## config.mk

```make
export PLATFORM = sky130hd
export DESIGN_NAME = instr_mem_ctrl
export DESIGN_NICKNAME = d
export VERILOG_FILES = /design/src/rtl/cpu_pkg.sv /design/src/rtl/mem_array.sv /design/src/rtl/instr_mem_ctrl.sv
export SDC_FILE = /design/constraint.sdc
export NUM_CORES = 1
export LEC_CHECK = 0
export CAP_MARGIN = 20
export CORE_ASPECT_RATIO = 0.7
export CORE_MARGIN = 8
export CORE_UTILIZATION = 63
export DETAILED_ROUTE_END_ITERATION = 7
export DONT_BUFFER_PORTS = 1
export GPL_TIMING_DRIVEN = 0
export PLACE_DENSITY = 0.79
export SLEW_MARGIN = 20
export SYNTH_ARGS = -nofsm -noshare
export SYNTH_HDL_FRONTEND = slang
export SYNTH_HIERARCHICAL = 1
export SYNTH_SLANG_ARGS = --single-unit
```

## constraint.sdc

```tcl
create_clock -name clk -period 3.2 [get_ports clk]
set_clock_uncertainty 0.15 [all_clocks]
set_input_delay 0.64 -clock clk [delete_from_list [all_inputs] [get_ports clk]]
set_output_delay 0.64 -clock clk [all_outputs]
set_load 0.02 [all_outputs]
```

## src/rtl/cpu_pkg.sv

```systemverilog
// Shared CPU definitions: default bus widths, NOP encoding, instruction field widths, FSM states.
// Latency: n/a (constants and types only).
// Backpressure: n/a.
package cpu_pkg;

  localparam int DATA_W_DEF = 16;
  localparam int ADDR_W_DEF = 3;

  // All-zero word decodes as NOP.
  localparam logic [DATA_W_DEF-1:0] NOP_ENC = '0;

  // Instruction field widths consumed by decode: opcode / rd / rs / rt / func.
  localparam int OPCODE_W = 3;
  localparam int RD_W     = 3;
  localparam int RS_W     = 3;
  localparam int RT_W     = 3;
  localparam int FUNC_W   = 4;

  typedef enum logic {
    CLEAR = 1'b0,
    RUN   = 1'b1
  } state_t;

endpackage

```

## src/rtl/mem_array.sv

```systemverilog
// DEPTH x DATA_W storage with one write port and one enabled synchronous read port.
// Latency: 1 cycle from re to rdata; rdata holds its value while re is low.
// Backpressure: none internally; the caller holds rdata by keeping re low.
// Ports: clk/rst, we/waddr/wdata (write), re/raddr (read request), rdata (registered read data).
module mem_array #(
  parameter int                 DATA_W  = 16,
  parameter int                 ADDR_W  = 3,
  parameter logic [DATA_W-1:0]  RST_VAL = '0
) (
  input  logic              clk,
  input  logic              rst,
  input  logic              we,
  input  logic [ADDR_W-1:0] waddr,
  input  logic [DATA_W-1:0] wdata,
  input  logic              re,
  input  logic [ADDR_W-1:0] raddr,
  output logic [DATA_W-1:0] rdata
);

  localparam int DEPTH = 1 << ADDR_W;

  // Storage itself is not reset; the controller's clear sequence initialises it.
  logic [DATA_W-1:0] mem [DEPTH];

  always_ff @(posedge clk) begin
    if (we) begin
      mem[waddr] <= wdata;
    end
  end

  // Read register doubles as the fetched-instruction output register.
  always_ff @(posedge clk or posedge rst) begin
    if (rst) begin
      rdata <= RST_VAL;
    end else if (re) begin
      rdata <= mem[raddr];
    end
  end

endmodule

```

## src/rtl/instr_mem_ctrl.sv

```systemverilog
// Instruction memory with self-clear after reset, runtime program port and handshaked fetch port.
// Latency: 1 cycle from accepted fetch to instr_valid; clear takes DEPTH cycles after reset.
// Backpressure: instr/instr_valid hold while !instr_ready; fetch_ready drops; prog_en blocks fetch.
// Ports: clk, rst (async, active-high);
//        prog_en/prog_addr/prog_data in, prog_ready out (writes accepted only in RUN);
//        fetch_req/fetch_addr in, fetch_ready out;
//        instr_valid/instr out, instr_ready in.
module instr_mem_ctrl
  import cpu_pkg::*;
#(
  parameter int                DATA_W = DATA_W_DEF,
  parameter int                ADDR_W = ADDR_W_DEF,
  parameter logic [DATA_W-1:0] NOP    = DATA_W'(NOP_ENC)
) (
  input  logic              clk,
  input  logic              rst,
  input  logic              prog_en,
  input  logic [ADDR_W-1:0] prog_addr,
  input  logic [DATA_W-1:0] prog_data,
  output logic              prog_ready,
  input  logic              fetch_req,
  input  logic [ADDR_W-1:0] fetch_addr,
  output logic              fetch_ready,
  output logic              instr_valid,
  output logic [DATA_W-1:0] instr,
  input  logic              instr_ready
);

  localparam logic [ADDR_W-1:0] LAST_ADDR = '1;

  state_t            state;
  logic [ADDR_W-1:0] clr_addr;
  logic              fetch_acc;
  logic              mem_we;
  logic [ADDR_W-1:0] mem_waddr;
  logic [DATA_W-1:0] mem_wdata;

  // Clear FSM: one NOP write per cycle, leaves CLEAR after the last address is written.
  always_ff @(posedge clk or posedge rst) begin
    if (rst) begin
      state    <= CLEAR;
      clr_addr <= '0;
    end else begin
      case (state)
        CLEAR: begin
          clr_addr <= clr_addr + 1'b1;
          if (clr_addr == LAST_ADDR) begin
            state <= RUN;
          end
        end
        RUN:     state <= RUN;
        default: state <= CLEAR;
      endcase
    end
  end

  assign prog_ready = (state == RUN);

  // A program write in the same cycle wins over fetch, so the array never sees a
  // read and a write together. The output slot may be refilled while it drains.
  assign fetch_ready = prog_ready && !prog_en && (!instr_valid || instr_ready);
  assign fetch_acc   = fetch_req && fetch_ready;

  // Write port is owned by the clear sequence in CLEAR; prog_en outside RUN is dropped.
  always_comb begin
    mem_we    = 1'b0;
    mem_waddr = prog_addr;
    mem_wdata = prog_data;
    if (state == CLEAR) begin
      mem_we    = 1'b1;
      mem_waddr = clr_addr;
      mem_wdata = NOP;
    end else if (prog_en) begin
      mem_we = 1'b1;
    end
  end

  always_ff @(posedge clk or posedge rst) begin
    if (rst) begin
      instr_valid <= 1'b0;
    end else if (fetch_acc) begin
      instr_valid <= 1'b1;
    end else if (instr_valid && instr_ready) begin
      instr_valid <= 1'b0;
    end
  end

  mem_array #(
    .DATA_W  (DATA_W),
    .ADDR_W  (ADDR_W),
    .RST_VAL (NOP)
  ) u_mem (
    .clk   (clk),
    .rst   (rst),
    .we    (mem_we),
    .waddr (mem_waddr),
    .wdata (mem_wdata),
    .re    (fetch_acc),
    .raddr (fetch_addr),
    .rdata (instr)
  );

endmodule

```

==> flow_summary.ini <==
[worst_setup_path]
cp_top_family = buffers and inverters
crit_top_cell = clkbuf_1
path_cells = buf_6, nand3b_1, nor2_1, clkbuf_1, clkbuf_1, a41o_1
cp.required_ns = 3.39
path_max_fanout = 10
critPathSlowestCell = clkbuf_1
max_stage_delay_ns = 0.57
worst-path-buf-inv = 3
crit_type = flop to flop
crit_arrival_ns = 2.96
startpoint_type = flop
setup.worst_path.end_class = flop

[route]
dr.pass1.iters = 5
drt-total-wl_um = 13810
antenna_left = 0
wire_per_inst_um = 25.81
drc = 0
route.vias.total = 3330
drt_iter0_drc = 428
vias_per_cell = 6.224

[place]
port_buffers = 0
hpwl_um = 8465
dpl-instance-area_sq_mm = 0.006324
placed_cells = 501
place_congestion = 0.7714

[layout]
final_cells = 535
multi_input_area_sq_mm = 0.001536
fill_cells = 587
final_common_cell = edfxtp_1
final_cell_mix = 128 x edfxtp_1, 48 x mux2i_1, 34 x nor2b_1
final_core_util_pct = 72.97
finalInstanceArea_sq_mm = 0.006957
syn2layout_area_growth_pct = 14.85
regArea_sq_mm = 0.004369
drive_gt1_share_pct = 16.75
nets = 422

[floorplanning]
initial_core_util_pct = 63.53
ios = 46
core_area_sq_mm = 0.009534
die_area_sq_mm = 0.01306
rows = 30
fp.dieW_um = 133.2
die_h_um = 98.04

[power]
total_power_mw = 4.586
powerDensity_mw_per_mm2 = 659.2
leakage_nw = 2.599
ir_drop_uv = 580.2

[timing]
relSlewSlack_pct = 44.08
hold_viol = 0
worst_pin_slew_ns = 0.8379
maxSlewViolCount = 0
period_minus_slack_ns = 2.769
period_share_pct = 86.53
finalSetupViolCount = 0
fmax_mhz = 361.1
rsz0062_at_grt = no

[clock_network]
clockRootBuffer = clkbuf_16
h-tree-depth = 4
clock_sinks = 149
cts_inserted_buffers = 17
cts_tree = built
cts_max_path_buffers = 2
path_clk_slew_ns = 0.06
worstSkewPairLatency_ns = 0.41

[yosys]
ys_warn_count = 6
yosysUniqueCellTypes = 26
synth_cells = 366
syn_area_per_cell_sq_um = 16.55
syn_nets = 395
synth-seq-cells = 149
synth_seq_area_share_pct = 72.13
synth_area_sq_mm = 0.006057

[global_route]
grt_pass1_vias = 3456
gr-total-overflow = 0
grt_pass1_wl_um = 20580
grt_max_degree = 17
grt_usage_pct = 21.79
antenna_found_initial = 0

[status]
status = finished clean

[worst_hold_path]
hp-class = input pin to async pin

[run]
drv_cap = 0
==> cell families (layout without fill, tap and decap cells) <==
family / Yosys count / in the layout / share of synthesized area (%)
buffers and inverters: 26 / 66 / 3.078
other: 0 / 1 / 0
multiplexers: 53 / 53 / 8.986
flip-flops: 149 / 149 / 72.13
AO/OA/AOI/OAI: 48 / 48 / 6.941
XOR/XNOR: 1 / 1 / 0.1446
AND/OR/NAND/NOR: 87 / 87 / 8.304
adder cells (fa/ha/maj): 2 / 2 / 0.4131
==> area by class of cell <==
class	instances	share of cell area, %
flip-flops and latches	149	62.81
diodes	1	0.03597
repair buffers	8	1.169
multi-input cells	191	22.09
clock buffers	19	6.367
inverters	2	0.1079
plain buffers	24	2.572
well taps	128	2.302
clock inverters	13	2.554
==> worst register-to-register path, delay by kind of cell, from the launching register on <==
| family | cells | cell delay [ns] |
|---|---|---|
| flops | 1 | 0.47 |
| simple gates | 2 | 0.52 |
| buf+inv | 3 | 1.30 |
| compound gates | 1 | 0.27 |
==> flip-flops by register name (all words and copies together), names as in the netlist <==
register and count:
u_mem/mem 128, prog_ready 1, clr_addr 3, instr_valid 1, u_mem/rdata 16
==> synthesized netlist by cell type <==
cell      number  area (sq um)
a41o_1        16         160.2
buf_1          1         3.750
mux2_4         2         30.03
mux2_2         3         33.78
mux2i_1       48         480.5
ha_1           2         25.02
a22oi_1       16         120.1
nor3_1         2         10.01
buf_2          2         10.01
nand2b_4       1         13.76
nand3_1       16         80.08
buf_4          7         52.55
nor2b_1       34         212.7
edfxtp_1     128          3844
xnor2_1        1         8.760
buf_6          8         90.09
nand2b_1       5         31.28
inv_1          2         7.510
or2_1          1         6.260
nor2_1         9         33.78
and2_1        16         100.1
nand2_1        2         7.510
clkbuf_1       6         22.52
nand3b_1       1         7.510
dfrtp_1       21         525.5
a211o_1       16         140.1
==> path summary, 6_finish.rpt <==
kind / to / cells after the start / slack (ns) / start
hold reg to reg: clr_addr[0] / 1 / 0.34 / clr_addr[0]
min in group clk: instr_valid / 2 / 0.27 / fetch_req
max in group asynchronous: u_mem/rdata[14] / 1 / 2.24 / rst
setup / recovery: u_mem/rdata[12] / 6 / 0.43 / prog_ready
setup reg to reg: u_mem/rdata[12] / 6 / 0.43 / prog_ready
hold / removal: u_mem/rdata[12] / 1 / 0.14 / rst
==> layer usage <==
| layer | routed length, um | vias to the layer above | GRT usage (%) |
|---|---|---|---|
| met5 | 0 | - | 0 |
| met1 | 5748 | 1716 | 27.30 |
| met4 | 225 | 0 | 8.426 |
| met2 | 6827 | 133 | 34.84 |
| met3 | 1007 | 16 | 6.872 |
| li1 | - | 1465 | - |
==> metrics by stage <==
stage	hold slack [ns]	worst slack, ns	setup TNS (ns)
global placement	0.2885	-0.7733	-19.62
global route	0.1440	0.2744	0
floorplan	0.2685	0.3852	0
CTS	0.1373	0.4061	0
detailed placement	0.3072	0.3706	0
finish	0.1361	0.4309	0
==> report_power, final <==
group	total, mW	switching (mW)	internal (mW)
clock	2.06	0.737	1.32
combinational	0.276	0.169	0.107
sequential	2.25	0.0815	2.17
total	4.59	0.988	3.60
==> repair_timing <==
item	4_1_cts	5_1_grt
buffers inserted	0	0
endpoints found under the hold margin	5	0
hold buffers	1	0
resized for setup	0	0
No activity file was read; power rests on OpenSTA's default activity.
